<file path="src/rtl/pci_defs.sv">
// Shared PCI definitions: state encoding and memory command codes used by
// both the initiator (pci_mem_master) and the target-side bridge.
package pci_defs;

  typedef enum logic [2:0] {
    StIdle = 3'd0,
    StReq  = 3'd1,
    StAddr = 3'd2,
    StData = 3'd3,
    StTurn = 3'd4
  } pci_state_e;

  typedef enum logic [1:0] {
    TermNone,
    TermAck,
    TermRty,
    TermErr
  } pci_term_e;

  localparam logic [3:0] CmdMemRead  = 4'b0110;
  localparam logic [3:0] CmdMemWrite = 4'b0111;

  function automatic logic [3:0] mem_cmd(input logic we);
    return we ? CmdMemWrite : CmdMemRead;
  endfunction

endpackage

</file>
<file path="src/rtl/pci_mem_master.sv">
// Wishbone-slave to PCI initiator bridge: single-data-phase memory read/write
// with retry, target-abort and master-abort (DEVSEL timeout) terminations.
module pci_mem_master
  import pci_defs::*;
#(
  parameter int unsigned DEVSEL_TIMEOUT = 5
) (
  input  logic        pci_clk_i,
  input  logic        pci_rst_ni,
  // Wishbone slave
  input  logic        wb_cyc_i,
  input  logic        wb_stb_i,
  input  logic        wb_we_i,
  input  logic [29:0] wb_adr_i,
  input  logic [3:0]  wb_sel_i,
  input  logic [31:0] wb_dat_i,
  output logic [31:0] wb_dat_o,
  output logic        wb_ack_o,
  output logic        wb_rty_o,
  output logic        wb_err_o,
  // PCI arbitration
  output logic        pci_req_no,
  input  logic        pci_gnt_ni,
  // PCI initiator controls
  output logic        pci_frame_no,
  output logic        pci_irdy_no,
  output logic        pci_ctl_oe_o,
  // Sampled PCI bus
  input  logic        pci_frame_ni,
  input  logic        pci_irdy_ni,
  input  logic        pci_devsel_ni,
  input  logic        pci_trdy_ni,
  input  logic        pci_stop_ni,
  // AD and C/BE#
  output logic [31:0] pci_ad_o,
  output logic        pci_ad_oe_o,
  input  logic [31:0] pci_ad_i,
  output logic [3:0]  pci_cbe_no,
  output logic        pci_cbe_oe_o
);

  // A 3-bit saturating counter cannot express timeouts beyond 8 clocks.
  localparam int unsigned TimeoutLim = (DEVSEL_TIMEOUT > 8) ? 8 : DEVSEL_TIMEOUT;

  pci_state_e state_q, state_d;
  pci_term_e  term;

  logic [2:0]  cnt_q, cnt_d, cnt_inc;
  logic        seen_q, seen_d;
  logic        we_q, we_d;
  logic [3:0]  sel_q, sel_d;
  logic [31:0] dat_q, dat_d;
  logic        timeout_hit;

  logic        req_q, req_d;
  logic        frame_q, frame_d;
  logic        irdy_q, irdy_d;
  logic        ctl_oe_q, ctl_oe_d;
  logic [31:0] ad_q, ad_d;
  logic        ad_oe_q, ad_oe_d;
  logic [3:0]  cbe_q, cbe_d;
  logic        cbe_oe_q, cbe_oe_d;
  logic        ack_q, ack_d;
  logic        rty_q, rty_d;
  logic        err_q, err_d;
  logic [31:0] rdat_q, rdat_d;

  assign cnt_inc     = (cnt_q == 3'd7) ? cnt_q : cnt_q + 3'd1;
  assign timeout_hit = ({29'd0, cnt_q} + 32'd1) >= 32'(TimeoutLim);

  // Termination decode, in priority order; only meaningful while in DATA.
  always_comb begin
    term = TermNone;
    if (state_q == StData) begin
      if (!pci_devsel_ni && !pci_trdy_ni) begin
        term = TermAck;
      end else if (!pci_stop_ni && pci_trdy_ni && !pci_devsel_ni) begin
        term = TermRty;
      end else if (!pci_stop_ni && pci_devsel_ni) begin
        term = TermErr;
      end else if (!seen_q && pci_devsel_ni && timeout_hit) begin
        term = TermErr;
      end
    end
  end

  always_comb begin
    state_d = state_q;
    cnt_d   = cnt_q;
    seen_d  = seen_q;
    we_d    = we_q;
    sel_d   = sel_q;
    dat_d   = dat_q;
    unique case (state_q)
      StIdle: begin
        cnt_d  = 3'd0;
        seen_d = 1'b0;
        if (wb_cyc_i && wb_stb_i) state_d = StReq;
      end
      StReq: begin
        if (!pci_gnt_ni && pci_frame_ni && pci_irdy_ni) begin
          state_d = StAddr;
          we_d    = wb_we_i;
          sel_d   = wb_sel_i;
          dat_d   = wb_dat_i;
        end
      end
      StAddr: begin
        state_d = StData;
        cnt_d   = cnt_inc;
      end
      StData: begin
        cnt_d = cnt_inc;
        if (!pci_devsel_ni) seen_d = 1'b1;
        if (term != TermNone) state_d = StTurn;
      end
      StTurn:  state_d = StIdle;
      default: state_d = StIdle;
    endcase
  end

  // Outputs are decoded from the next state so every pin comes straight off a flop.
  always_comb begin
    req_d    = 1'b1;
    frame_d  = 1'b1;
    irdy_d   = 1'b1;
    ctl_oe_d = 1'b0;
    ad_d     = 32'd0;
    ad_oe_d  = 1'b0;
    cbe_d    = 4'hF;
    cbe_oe_d = 1'b0;
    unique case (state_d)
      StReq: req_d = 1'b0;
      StAddr: begin
        frame_d  = 1'b0;
        ctl_oe_d = 1'b1;
        ad_d     = {wb_adr_i, 2'b00};
        ad_oe_d  = 1'b1;
        cbe_d    = mem_cmd(wb_we_i);
        cbe_oe_d = 1'b1;
      end
      StData: begin
        irdy_d   = 1'b0;
        ctl_oe_d = 1'b1;
        ad_d     = we_q ? dat_q : 32'd0;
        ad_oe_d  = we_q;
        cbe_d    = ~sel_q;
        cbe_oe_d = 1'b1;
      end
      StTurn:  ctl_oe_d = 1'b1;
      default: ;
    endcase
  end

  always_comb begin
    ack_d  = (term == TermAck);
    rty_d  = (term == TermRty);
    err_d  = (term == TermErr);
    rdat_d = rdat_q;
    if (term == TermAck && !we_q) rdat_d = pci_ad_i;
  end

  always_ff @(posedge pci_clk_i or negedge pci_rst_ni) begin
    if (!pci_rst_ni) begin
      state_q  <= StIdle;
      cnt_q    <= 3'd0;
      seen_q   <= 1'b0;
      we_q     <= 1'b0;
      sel_q    <= 4'd0;
      dat_q    <= 32'd0;
      req_q    <= 1'b1;
      frame_q  <= 1'b1;
      irdy_q   <= 1'b1;
      ctl_oe_q <= 1'b0;
      ad_q     <= 32'd0;
      ad_oe_q  <= 1'b0;
      cbe_q    <= 4'hF;
      cbe_oe_q <= 1'b0;
      ack_q    <= 1'b0;
      rty_q    <= 1'b0;
      err_q    <= 1'b0;
      rdat_q   <= 32'd0;
    end else begin
      state_q  <= state_d;
      cnt_q    <= cnt_d;
      seen_q   <= seen_d;
      we_q     <= we_d;
      sel_q    <= sel_d;
      dat_q    <= dat_d;
      req_q    <= req_d;
      frame_q  <= frame_d;
      irdy_q   <= irdy_d;
      ctl_oe_q <= ctl_oe_d;
      ad_q     <= ad_d;
      ad_oe_q  <= ad_oe_d;
      cbe_q    <= cbe_d;
      cbe_oe_q <= cbe_oe_d;
      ack_q    <= ack_d;
      rty_q    <= rty_d;
      err_q    <= err_d;
      rdat_q   <= rdat_d;
    end
  end

  assign pci_req_no   = req_q;
  assign pci_frame_no = frame_q;
  assign pci_irdy_no  = irdy_q;
  assign pci_ctl_oe_o = ctl_oe_q;
  assign pci_ad_o     = ad_q;
  assign pci_ad_oe_o  = ad_oe_q;
  assign pci_cbe_no   = cbe_q;
  assign pci_cbe_oe_o = cbe_oe_q;
  assign wb_ack_o     = ack_q;
  assign wb_rty_o     = rty_q;
  assign wb_err_o     = err_q;
  assign wb_dat_o     = rdat_q;

endmodule

</file>
<file path="config.mk">
export PLATFORM = sky130hd
export DESIGN_NAME = pci_mem_master
export DESIGN_NICKNAME = d
export VERILOG_FILES = /design/src/rtl/pci_defs.sv /design/src/rtl/pci_mem_master.sv
export SDC_FILE = /design/constraint.sdc
export NUM_CORES = 1
export LEC_CHECK = 0
export CELL_PAD_IN_SITES_DETAIL_PLACEMENT = 1
export CELL_PAD_IN_SITES_GLOBAL_PLACEMENT = 1
export CORE_ASPECT_RATIO = 0.5
export CORE_MARGIN = 3
export CORE_UTILIZATION = 33
export CTS_BUF_LIST = sky130_fd_sc_hd__clkbuf_16
export DETAILED_ROUTE_END_ITERATION = 12
export PLACE_DENSITY = 0.81
export SKIP_LAST_GASP = 1
export SLEW_MARGIN = 20
export SYNTH_ARGS = -nofsm -noshare
export SYNTH_HDL_FRONTEND = slang
export SYNTH_SLANG_ARGS = --single-unit
</file>
<file path="constraint.sdc">
create_clock -name pci_clk_i -period 2.2 [get_ports pci_clk_i]
set_input_delay 0.44 -clock pci_clk_i [delete_from_list [all_inputs] [get_ports pci_clk_i]]
set_output_delay 0.44 -clock pci_clk_i [all_outputs]
set_load 0.1 [all_outputs]
</file>
Word-level counts from Yosys, hierarchy flattened
Index checks and enable logic that the tools add are counted.
- register bits: 121
- input port bits: 109
- output and inout port bits: 77
- word-level logic and storage cells: 84
- add/subtract/negate cells: 2
- order comparisons: 1
- equal/unequal tests: 13
- multiplexer cells: 23
- bitwise gates (word level): 1
- reduce and logical (&&, ||, !) cells: 26
- operators with widths (operator ; count):
    32-bit one-hot mux with 2 select lines ; 1
    32-bit two-way mux ; 1
    3-bit by 2-bit == test with 1-bit output (second input constant) ; 4
    3-bit two-way mux ; 4
    3-bit one-hot mux with 4 select lines ; 1
    1-bit logical AND ; 10
    2-bit two-way mux ; 5
    4-bit one-hot mux with 2 select lines ; 1
    1-bit two-way mux ; 7
    3-bit by 1-bit == test with 1-bit output (second input constant) ; 2
    3-bit == test (second input constant) ; 2
    1-bit logical NOT ; 6
    3-bit one-hot mux with 2 select lines ; 1
    2-bit AND reduction ; 3
    2-bit nonzero test ; 3
    3-bit by 1-bit adder with 4-bit output (second input constant) ; 1
    2-bit == test (second input constant) ; 2
    4-bit by 3-bit >= comparator with 1-bit output (second input constant) ; 1
    2-bit inequality test (second input constant) ; 2
    4-bit NOT ; 1
    1-bit one-hot mux with 2 select lines ; 2
    2-bit OR reduction ; 2
    3-bit by 1-bit adder with 3-bit output (second input constant) ; 1
    3-bit logical NOT ; 1
    2 further kinds ; 2

Logic depth before layout (Yosys ltp)
Gate-level depths: netlist of the first run.
- depth in word-level cells: 14
- mapped depth: 8
- gate-level depth less buffers: 7

Worst setup path after synthesis of the first run
No wires, ideal clock.
- path type: reg-to-reg
- start point: register cnt_q[0]
- end point: register ad_q[10], in the netlist pci_ad_o[10]
- library setup time: 65 ps
- arrival: 1736 ps
- required time: 2135 ps
- path slack: 399 ps
- cell stages (with the launch flop): 7
- path buffers: 1
- period minus slack after synthesis: 1801 ps
- cell sequence: dfrtp_1 -> ha_1 -> ha_1 -> a311o_1 -> a21oi_4 -> buf_6 -> a22o_1
- longest elaborated chain between the ends: 13
- elaborated cells between the ends (all ways): 14
- those cells by class: add/sub (1); order compare (1); eq/ne (2); mux (8); reduce/logical (2)
- RTL lines (item ; RTL line ; text):
    from (decl) ; pci_mem_master.sv:48 ; logic [2:0] cnt_q, cnt_d, cnt_inc;
    from (signal assigned) ; pci_mem_master.sv:185 ; cnt_q <= cnt_d;
    3-bit by 1-bit adder with 4-bit output * ; pci_mem_master.sv:69 ; assign timeout_hit = ({29'd0, cnt_q} + 32'd1) >= 32'(TimeoutLim);
    4-bit by 3-bit >= comparator with 1-bit output * ; pci_mem_master.sv:69 ;
    1-bit logical AND * ; pci_mem_master.sv:81 ; end else if (!seen_q && pci_devsel_ni && timeout_hit) begin
    2-bit two-way mux * ; pci_mem_master.sv:81 ;
    2-bit two-way mux * ; pci_mem_master.sv:79 ; end else if (!pci_stop_ni && pci_devsel_ni) begin
    2-bit two-way mux * ; pci_mem_master.sv:77 ; end else if (!pci_stop_ni && pci_trdy_ni && !pci_devsel_ni) begin
    2-bit two-way mux * ; pci_mem_master.sv:75 ; if (!pci_devsel_ni && !pci_trdy_ni) begin
    2-bit two-way mux * ; pci_mem_master.sv:74 ; if (state_q == StData) begin
    2-bit nonzero test * ; pci_mem_master.sv:115 ; if (term != TermNone) state_d = StTurn;
    3-bit two-way mux * ; pci_mem_master.sv:115 ;
    3-bit one-hot mux with 4 select lines * ; pci_mem_master.sv:94 ; unique case (state_q)
    3-bit by 2-bit == test with 1-bit output ; pci_mem_master.sv:132 ; unique case (state_d)
    32-bit one-hot mux with 2 select lines * ; pci_mem_master.sv:132 ;
    via ad_d[10] ; pci_mem_master.sv:59 ; logic [31:0] ad_q, ad_d;
    to (signal assigned) ; pci_mem_master.sv:175 ; ad_q <= 32'd0;
    to (signal assigned) ; pci_mem_master.sv:194 ; ad_q <= ad_d;
    to (decl) ; pci_mem_master.sv:59 ;
The timed path passes the listed nets; every way through them passes the cells marked *.
A chain may end at the register's enable or synchronous reset.

Worst setup path in the final report of the first run
- start point: register cnt_q[0]
- end point: register ad_q[12], in the netlist pci_ad_o[12]
Same word-level chain as after synthesis.

==> results.md, run 1 <==
- In this run the remaining antenna-violating nets after routing total 0.
- On the final layout, the worst clock skew is around 0.007 ns.
- The clock passes through at most 2 buffers.
- Entering global routing, the biggest net connects 70 pins.
- The post-synthesis xor/xnor area fraction is 0.
- The fmax is approximately 490 MHz.
- Before antenna repair, the detailed router went through 4 iterations.
- The share of the synthesized area in compound gates (AO/OA/AOI/OAI) is 0.0871.
- In this run the mean area of a mapped cell was between 10 and 15 um^2.
- Setup repair after global routing left no endpoint under its margin.
- The remaining routing DRC violations is 0.
- The number of cells on the worst reg-to-reg path is 6.
- For this run, the leading register cell type out of synthesis is sky130_fd_sc_hd__dfrtp_1.
- STA classifies the critical path endpoint as a register.
- The clock insertion delay at the later pin of the skew report is roughly 0.41 ns.
- The count of routing violations after the opening detailed-route iteration is around 170.
- In this run the tool buffered the top-level ports with between 150 and 200 buffer cells.
- The number of buffers and inverters on the critical path is 1.
- In this run, post-CTS repair resized a total of 0 instances.
- At the worst endpoint, the arrival time is around 2.4 ns.
- The leakage power is about 3.5 nW.
- The final critical-path share of the clock period is 0.919.
- The worst stage delay on the critical path is 0.44 ns.
- The worst hold path belongs to the class in -> async.
- For the pin with the worst max-slew slack, the measured transition is ~0.56 ns.
- The library cell contributing the largest single delay on the critical path is sky130_fd_sc_hd__dfrtp_1.
- The startpoint class of the critical path is a register.
- For the worst setup path, the data required time is ~2.5 ns.
- The sequential-to-total area share from yosys stat is 0.660.
- The CTS clock-pin slew for the worst setup and hold paths is roughly 0.06 ns.
- The number of enable flip-flop cells after synthesis is 0.
- The root buffer selected by CTS is sky130_fd_sc_hd__clkbuf_16.
- IR analysis of the VDD net gives a maximum drop of ~0.58 mV.
- The share of post-route cells with drive strength above 1 is 0.284.
- For this run, the post-layout net count is just under 700.
- Timing analysis after detailed placement gives a worst setup slack of between 0.07 and 0.08 ns.
- The cell taking the most area after synthesis is sky130_fd_sc_hd__dfrtp_1.
- The area fraction of the dominant cell type after synthesis is 0.620.
- The quantity of hold-fixing buffers added after cts is 0.
- The via count of the first global-routing pass is approximately 4200.
- Setup violations remaining at the end of the flow were counted as 0.
- After routing, the total negative slack on setup checks comes to 0 ns.
- The shortest period the worst path allows is 2.02 ns.
- In the global route stage, overall resource usage came out at 0.190.
- The final HPWL from detailed placement is 9.63 mm.
- The wire length of the first global-routing pass is around 23 mm.
- After filler insertion, the fill cell instance count of the layout stands at between 1000 and 1500.
- The total area inside the core boundary comes to between 10000 and 15000 um^2.
- The kind of critical path is reg -> reg.
- The number of library cell types mapped by synthesis is 35.
- The number of nets in the synthesized netlist is about 490.
- The tool flagged a number of max-cap violations equal to 0.
- The count of warnings emitted by yosys is 0.
- In the global route stage, met2 resource usage came out at 0.359.
- In this run the tightest slew margin relative to its limit is 0.624.
- Counting instances in the post-synthesis netlist gives the leading cell types as sky130_fd_sc_hd__nand2_1, sky130_fd_sc_hd__dfrtp_1, sky130_fd_sc_hd__mux2_2.
- The number of antenna diodes is 0.
- The area share of and/or/nand/nor cells after synthesis is 0.128.
- The reg2reg setup slack is approximately 0.18 ns.
- The library cell appearing most often on the critical path is sky130_fd_sc_hd__ha_1.
- The layer with the highest usage after global routing is met2.
- From synthesis to final layout, the design area changed by 56.1%.
- The effective utilization at floorplan is 0.350.
- After synthesis, the share of flip-flops with an asynchronous set or reset is 1.00.
- Row generation in the floorplan step produced 29 rows.
- The routed via count divided by cell count is ~4.7.
- For met1 alone, demand over resource in global routing was 0.211.
- The global routing usage on met3 is 0.0505.
- TritonCTS built the clock tree.
- The total clock sinks is 121.
- The dominant combinational cell family by area after synthesis is simple AND/OR/NAND/NOR gates.
- The count of pins over their slew limit was 0.
- The worst flop-to-flop path startpoint is cnt_q[0]$_DFFE_PN0P_.
- The vias after detailed routing is 3653.
- The chip height is 89.5 um.
- Buffers added to address setup during post-CTS repair amount to 0.
- The H-tree was split into 4 levels.
- On the critical path the largest part of the delay comes from compound AO/OA/AOI/OAI gates.
- The die area is between 15000 and 20000 um^2.
- The post-layout worst setup margin is approximately 0.18 ns.
- The endpoint identified for the worst register-to-register timing path is pci_ad_o[12]$_DFF_PN0_.
- The cell count after synthesis came out at 375.
- Pin placement for this block handled roughly 190 I/O pins.
- The floorplan die width is around 170 um.
- Summing every instance area after synthesis gives 4600 um^2.
- For this run the aggregate overflow at the end of global routing stands at 0.
- Sorting the synthesized cells by area gives the leading types as sky130_fd_sc_hd__dfrtp_1, sky130_fd_sc_hd__nand2_1, sky130_fd_sc_hd__mux2_2.
- The routed length per instance is 18.9 um.
- The flow ran to the end, and the final reports show no timing, DRC or antenna violations.
- The critical path goes through ha_1 -> ha_1 -> a311o_1 -> a21oi_4 -> buf_12 -> a22o_1.
- The fraction of the mapped netlist area in adder cells is 0.00816.
- Yosys instantiated no cell more often than sky130_fd_sc_hd__nand2_1.
- The highest fanout seen on the critical path is 18.
- The final layout contains routed wiring with a total length of between 10 and 15 mm.
- The mux contribution to synthesized area is 0.0808.
- The initial antenna violation count is 0.
- The final hold violation count is 0.
- The congestion estimate from routability-driven global placement came to 0.740.
- The number of buffers added by the clock tree synthesis step is 17.
- The number of synthesized register bits is around 120.
- The power density normalized to cell area is roughly 1600 nW/um^2.
-- metrics by stage --
stage / hold WS [ns] / cells / area [um^2] / util / total power, mW
2_1_floorplan: 0.144 / 375 / 4600 / - / 6.91
3_3_place_gp: 0.395 / 739 / 6530 / 0.497 / 8.07
3_5_place_dp: 0.407 / 739 / 6530 / 0.497 / 8.21
4_1_cts: 0.0379 / 771 / 7180 / 0.547 / 11.4
5_1_grt: 0.0595 / 771 / 7180 / 0.547 / 11.8
6_report: 0.0314 / 771 / 7180 / 0.547 / 11.3
-- worst reg2reg max path, delay by kind of cell (launching register included) --
family | cells | cell delay [ns]
AOI/OAI and AO/OA | 3 | 0.77
adders and majority gates | 2 | 0.56
buffers and inverters | 1 | 0.19
DFF | 1 | 0.44
-- cell type report --
cell class	count	area (um^2)	area share
well taps	186	233	0.0324
repair buffers	198	1830	0.255
clock inverters	15	225	0.0314
clock buffers	17	425	0.0593
multi-input cells	226	1400	0.195
inverters	8	30.0	0.00418
flip-flops and latches	121	3040	0.423
-- placed cells by master (no fill, tap or decap), types with 2 or more instances in the layout --
| cell | count |
|---|---|
| sky130_fd_sc_hd__a21oi_1 | 5 |
| sky130_fd_sc_hd__o21ai_0 | 9 |
| sky130_fd_sc_hd__buf_12 | 6 |
| sky130_fd_sc_hd__clkinv_4 | 3 |
| sky130_fd_sc_hd__nor3_1 | 2 |
| sky130_fd_sc_hd__a22oi_1 | 2 |
| sky130_fd_sc_hd__dfrtp_1 | 114 |
| sky130_fd_sc_hd__nand3_1 | 5 |
| sky130_fd_sc_hd__bufinv_16 | 5 |
| sky130_fd_sc_hd__clkbuf_16 | 17 |
| sky130_fd_sc_hd__inv_1 | 7 |
| sky130_fd_sc_hd__dfstp_2 | 7 |
| sky130_fd_sc_hd__clkinv_2 | 2 |
| sky130_fd_sc_hd__and2_1 | 2 |
| sky130_fd_sc_hd__ha_1 | 3 |
| sky130_fd_sc_hd__clkinvlp_4 | 4 |
| sky130_fd_sc_hd__a22o_1 | 30 |
| sky130_fd_sc_hd__mux2_2 | 32 |
| sky130_fd_sc_hd__nor2_1 | 3 |
| sky130_fd_sc_hd__and3b_1 | 2 |
| sky130_fd_sc_hd__nand2_1 | 115 |
| sky130_fd_sc_hd__clkdlybuf4s50_1 | 107 |
| sky130_fd_sc_hd__buf_4 | 85 |
-- power by group --
group          total, mW  switching (mW)  internal (mW)  leakage, nW
clock network       3.08            1.07           2.01        0.305
registers           3.42           0.449           2.97         1.57
logic               4.80            3.62           1.18         1.62
-- registers in the layout, indices dropped and copies added, names as in the netlist, 3 cells and up --
name        flops
dat_q          32
pci_ad_o       32
wb_dat_o       32
pci_cbe_no      4
sel_q           4
cnt_q           3
state_q         3
-- logic make-up (layout without fill, tap and decap cells) --
group	after synthesis	after routing
simple gates	138	138
compound gates	52	52
buf+inv	28	238
mux	33	33
flops	121	121
fa+ha+maj	3	3
-- routing by layer --
| layer | wire length, um | vias up |
|---|---|---|
| met4 | 342 | 0 |
| met1 | 5670 | 1835 |
| met5 | 0 | - |
| met2 | 7910 | 129 |
| li1 | - | 1661 |
| met3 | 617 | 28 |
-- worst max path at each step --
stage,startpoint,to,slack [ns],cells after the start
final,cnt_q[0]$_DFFE_PN0P_,pci_ad_o[12]$_DFF_PN0_,0.18,6
after detailed placement,pci_devsel_ni,wb_dat_o[19]$_DFFE_PN0P_,0.07,5
after floorplan,cnt_q[0]$_DFFE_PN0P_,pci_ad_o[10]$_DFF_PN0_,0.40,6
after global routing,cnt_q[0]$_DFFE_PN0P_,pci_ad_o[2]$_DFF_PN0_,0.09,6
after CTS,cnt_q[0]$_DFFE_PN0P_,pci_ad_o[4]$_DFF_PN0_,0.18,6
after global placement,pci_devsel_ni,wb_dat_o[0]$_DFFE_PN0P_,0.10,5
Power figures use the tool's default switching activity.
==> inputs of run 2 (changes only) <==
- ABC_AREA: not set -> 1
- CORE_UTILIZATION: 33 -> 32
- clock period: 2.2 -> 2.3 ns (I/O delays scaled with it)
==> results.md, run 2 <==
- The worst stage delay on the critical path is 0.42 ns (-0.02 ns).
- The deepest clock path buffer count came to 2 (unchanged).
- The kind of critical path is reg -> reg.
- STA classifies the critical path endpoint as a register.
- The final hold violation count is 0 (unchanged).
- The number of setup violations in the final report is 0 (unchanged).
- The count of pins over their slew limit is 0 (unchanged).
- The internal power component came to 6.09 mW (-1.2%).
- The remaining routing DRC violations was 0 (unchanged).
- The placement-stage worst setup slack was 0.289 ns (+0.214 ns).
- The critical path data arrival time is 2.29 ns (-0.07 ns).
- The setup total negative slack is 0 ns (unchanged).
- The clock skew after layout is 0.00743 ns (+0.000427 ns).
- The effective utilization at floorplan is 0.340 (-0.00989).
- The area growth from synthesis to layout is 53.3%.
- The leading cell type by number of instances after synthesis is sky130_fd_sc_hd__nand2_1.
- Counting stages on the worst path, the most repeated cell is sky130_fd_sc_hd__nand2_1.
- The number of logic stages on the critical path including buffering is 10 (+4).
- The number of cells on the worst reg-to-reg path is 10 (+4).
- Setup repair after global routing left no endpoint under its margin.
- The shortest period the worst path allows is 1.99 ns (-0.0305 ns).
- The global-route congestion overflow total is 0 (unchanged).
- The floorplan die width was 179 um (+3.5%).
- The die area came to 16600 um^2 (+7.0%).
- The cell family contributing the most delay on the critical path is adder cells.
- The worst supply voltage drop on vdd is 0.655 mV (+13%).
- The post-synth design cell area is 4790 um^2 (+4.1%).
- The count of routing violations after the opening detailed-route iteration came to 128 (-22%).
- The sequential-to-total area share from yosys stat is 0.634 (-0.0262).
- The post-cts repair resize count was 0 (unchanged).
- The total routed wirelength is 15.0 mm (+3.2%).
- The normalized max-slew margin was 0.610 (-0.0131).
- The CTS clock-pin slew for the worst setup and hold paths is 0.06 ns (about the same).
- The highest fanout seen on the critical path is 39 (+21).
- Sorting the synthesized cells by area gives the leading types as sky130_fd_sc_hd__dfrtp_1, sky130_fd_sc_hd__nand2_1, sky130_fd_sc_hd__nand3_1.
- The wire length of the first global-routing pass is 24.1 mm (+5.5%).
- The slew at the pin closest to its max-slew limit came to 0.584 ns (+0.0196 ns).
- In this run the worst hold path is classified as in -> async.
- Traced cell by cell, the critical path runs through ha_1 -> ha_1 -> nand2_1 -> nand2_1 -> nand2_1 -> nand3_1 -> nand2_1 -> nand3_2 -> buf_12 -> o21ai_0.
- The cell sitting at the root of the clock tree is a sky130_fd_sc_hd__clkbuf_16.
- The boundary pin count was 186 (unchanged).
- The count of warnings emitted by yosys is 0 (unchanged).
- The run finished with clean final reports.
- The post-layout worst setup margin is 0.308 ns (+0.130 ns).
- The number of buffers added by the clock tree synthesis step is 17 (unchanged).
- The number of nets in the synthesized netlist came to 626 (+29%).
- The final critical-path share of the clock period came to 0.866 (-0.0532).
- The share of flip-flops with an asynchronous set or reset after synthesis is 1.00 (unchanged).
- The leakage power was 3.72 nW (+6.5%).
- The maximum number of pins on one net before global-route repair came to 50 (-29%).
- The first-pass iteration count of the detailed router came to 4 (unchanged).
- The quantity of hold-fixing buffers added after cts came to 0 (unchanged).
- TritonCTS built the clock tree.
- The number of port buffers came to 185 (unchanged).
- The clock insertion delay at the later pin of the skew report came to 0.40 ns (about the same).
- The number of max-cap violations is 0 (unchanged).
- The maximum level of the CTS H-tree was 4 (unchanged).
- The number of standard-cell rows in the floorplan came to 30 (+3.4%).
- The average footprint of a synthesized cell is 9.32 um^2 (-24%).
- The remaining number of nets flagged by the antenna check after routing was 0 (unchanged).
- The vias after detailed routing was 4174 (+14%).
- The weighted congestion reported at the end of routability-driven placement is 0.749 (+1.2%).
- STA classifies the critical path startpoint as a register.
- The total net switching power is 5.22 mW (+1.6%).
- The combinational power share is 0.442 (+0.017).
- The required time at the worst-slack endpoint is 2.60 ns (+0.07 ns).
- The most frequent standard cell in the layout excluding fill and tap cells is sky130_fd_sc_hd__nand2_1.
- The chip height is 92.5 um (+3.4%).
- The number of antenna diodes is 0 (unchanged).
- The gate count of the mapped netlist came to 514 (+37%).
- The number of synthesized register bits came to 121 (unchanged).
- The number of buffers inserted to repair setup after CTS is 0 (unchanged).
- The total clock sinks was 121 (unchanged).
- The part of the power in registers is 0.286 (-0.017).
- The initial antenna violation count was 0 (unchanged).
- The cell taking the most area after synthesis is sky130_fd_sc_hd__dfrtp_1.
- The switching fraction of total power was 0.462 (+0.00697).
- The number of library cell types mapped by synthesis was 25 (-29%).
- The number of buffer and inverter instances along the worst setup path is 1 (unchanged).
- The fmax was 502 MHz (+1.5%).
- The commonest cells after synthesis are sky130_fd_sc_hd__nand2_1, sky130_fd_sc_hd__dfrtp_1, sky130_fd_sc_hd__nand3_1.
- The routed via count divided by cell count is 4.61 (-2.8%).
- The number of enable flip-flop cells after synthesis came to 0 (unchanged).
- The post-layout total power came to 11.3 mW (about the same).
- The fraction of the core area covered by cells at the end of the flow is 0.522 (-0.0250).
- The area fraction of the dominant cell type after synthesis is 0.596 (-0.0246).
- The final net count is 813 (+19%).
- The routed length per instance is 16.6 um (-12%).
- The library cell contributing the largest single delay on the critical path is sky130_fd_sc_hd__dfrtp_1.
- The via count of the first global-routing pass is 4651 (+11%).
- The power density normalized to cell area was 1540 nW/um^2 (-2.1%).
- The share of post-route cells with drive strength above 1 is 0.195 (-0.0891).
- The core box area is 14100 um^2 (+7.2%).
- The global-route usage over all layers is 0.185 (-0.00471).
- The final HPWL from detailed placement is 10.2 mm (+6.3%).
- The clock power share is 0.272 (about the same).
- In the layout the commonest cells are sky130_fd_sc_hd__nand2_1, sky130_fd_sc_hd__dfrtp_1, sky130_fd_sc_hd__clkdlybuf4s50_1.
- Among all flip-flop cells after synthesis, the most frequent one is sky130_fd_sc_hd__dfrtp_1.
## run 2: cell count changes in the layout (fill, tap and decap cells not counted), sizes merged, moves of 4 or more
| cell | previous run | this run |
|---|---|---|
| nand2 | 116 | 250 |
| nand3 | 5 | 43 |
| mux2 | 33 | 0 |
| a22o | 30 | 0 |
| o21ai | 10 | 37 |
| inv | 8 | 17 |
| a21oi | 6 | 1 |
| nor2 | 3 | 7 |
## run 2: routing by layer
layer  wire (um)  GRT usage
met5           0          0
met4         263     0.0589
met3         604     0.0373
met2        8160      0.342
met1        5980      0.216
## run 2: worst paths after layout
check                                     startpoint                      end  slack [ns]
worst min-delay path                      pci_rst_ni     dat_q[7]$_DFFE_PN0P_        0.06
max in group asynchronous                 pci_rst_ni  pci_cbe_no[1]$_DFF_PN1_        1.52
min in group pci_clk_i          sel_q[1]$_DFFE_PN0P_  pci_cbe_no[1]$_DFF_PN1_        0.44
worst max-delay path            cnt_q[0]$_DFFE_PN0P_    pci_ad_o[7]$_DFF_PN0_        0.31
worst max register to register  cnt_q[0]$_DFFE_PN0P_    pci_ad_o[7]$_DFF_PN0_        0.31
worst min register to register  sel_q[1]$_DFFE_PN0P_  pci_cbe_no[1]$_DFF_PN1_        0.44
## run 2: cell type report
| type | instances | area, um^2 |
|---|---|---|
| inverters | 17 | 63.8 |
| clock inverters | 15 | 255 |
| clock buffers | 17 | 425 |
| well taps | 192 | 240 |
| flip-flops and latches | 121 | 3040 |
| fillers | 1597 | 6730 |
| multi-input cells | 348 | 1520 |
| repair buffers | 196 | 1800 |
## run 2: power by group through the flow
stage	Combinational (mW)	Sequential, mW	Clock (mW)
floorplan	1.15	5.79	0
global placement	4.92	3.22	0
detailed placement	5.00	3.26	0
CTS	5.05	3.25	3.13
global route	5.28	3.33	3.25
finish	5.00	3.24	3.07
## run 2: logic make-up (layout without fill, tap and decap cells)
family	Yosys count	count (layout)	share of synthesized area
compound gates	39	39	0.0415
simple gates	306	306	0.268
buf+inv	45	245	0.0486
flops	121	121	0.634
fa+ha+maj	3	3	0.00784
## run 2: per-stage QoR
step           instances  hold WS (ns)  area (um^2)
2_1_floorplan        514         0.164         4790
3_3_place_gp         874         0.418         6660
3_5_place_dp         874         0.423         6660
4_1_cts              906        0.0786         7340
5_1_grt              906        0.0961         7340
6_report             906        0.0635         7340
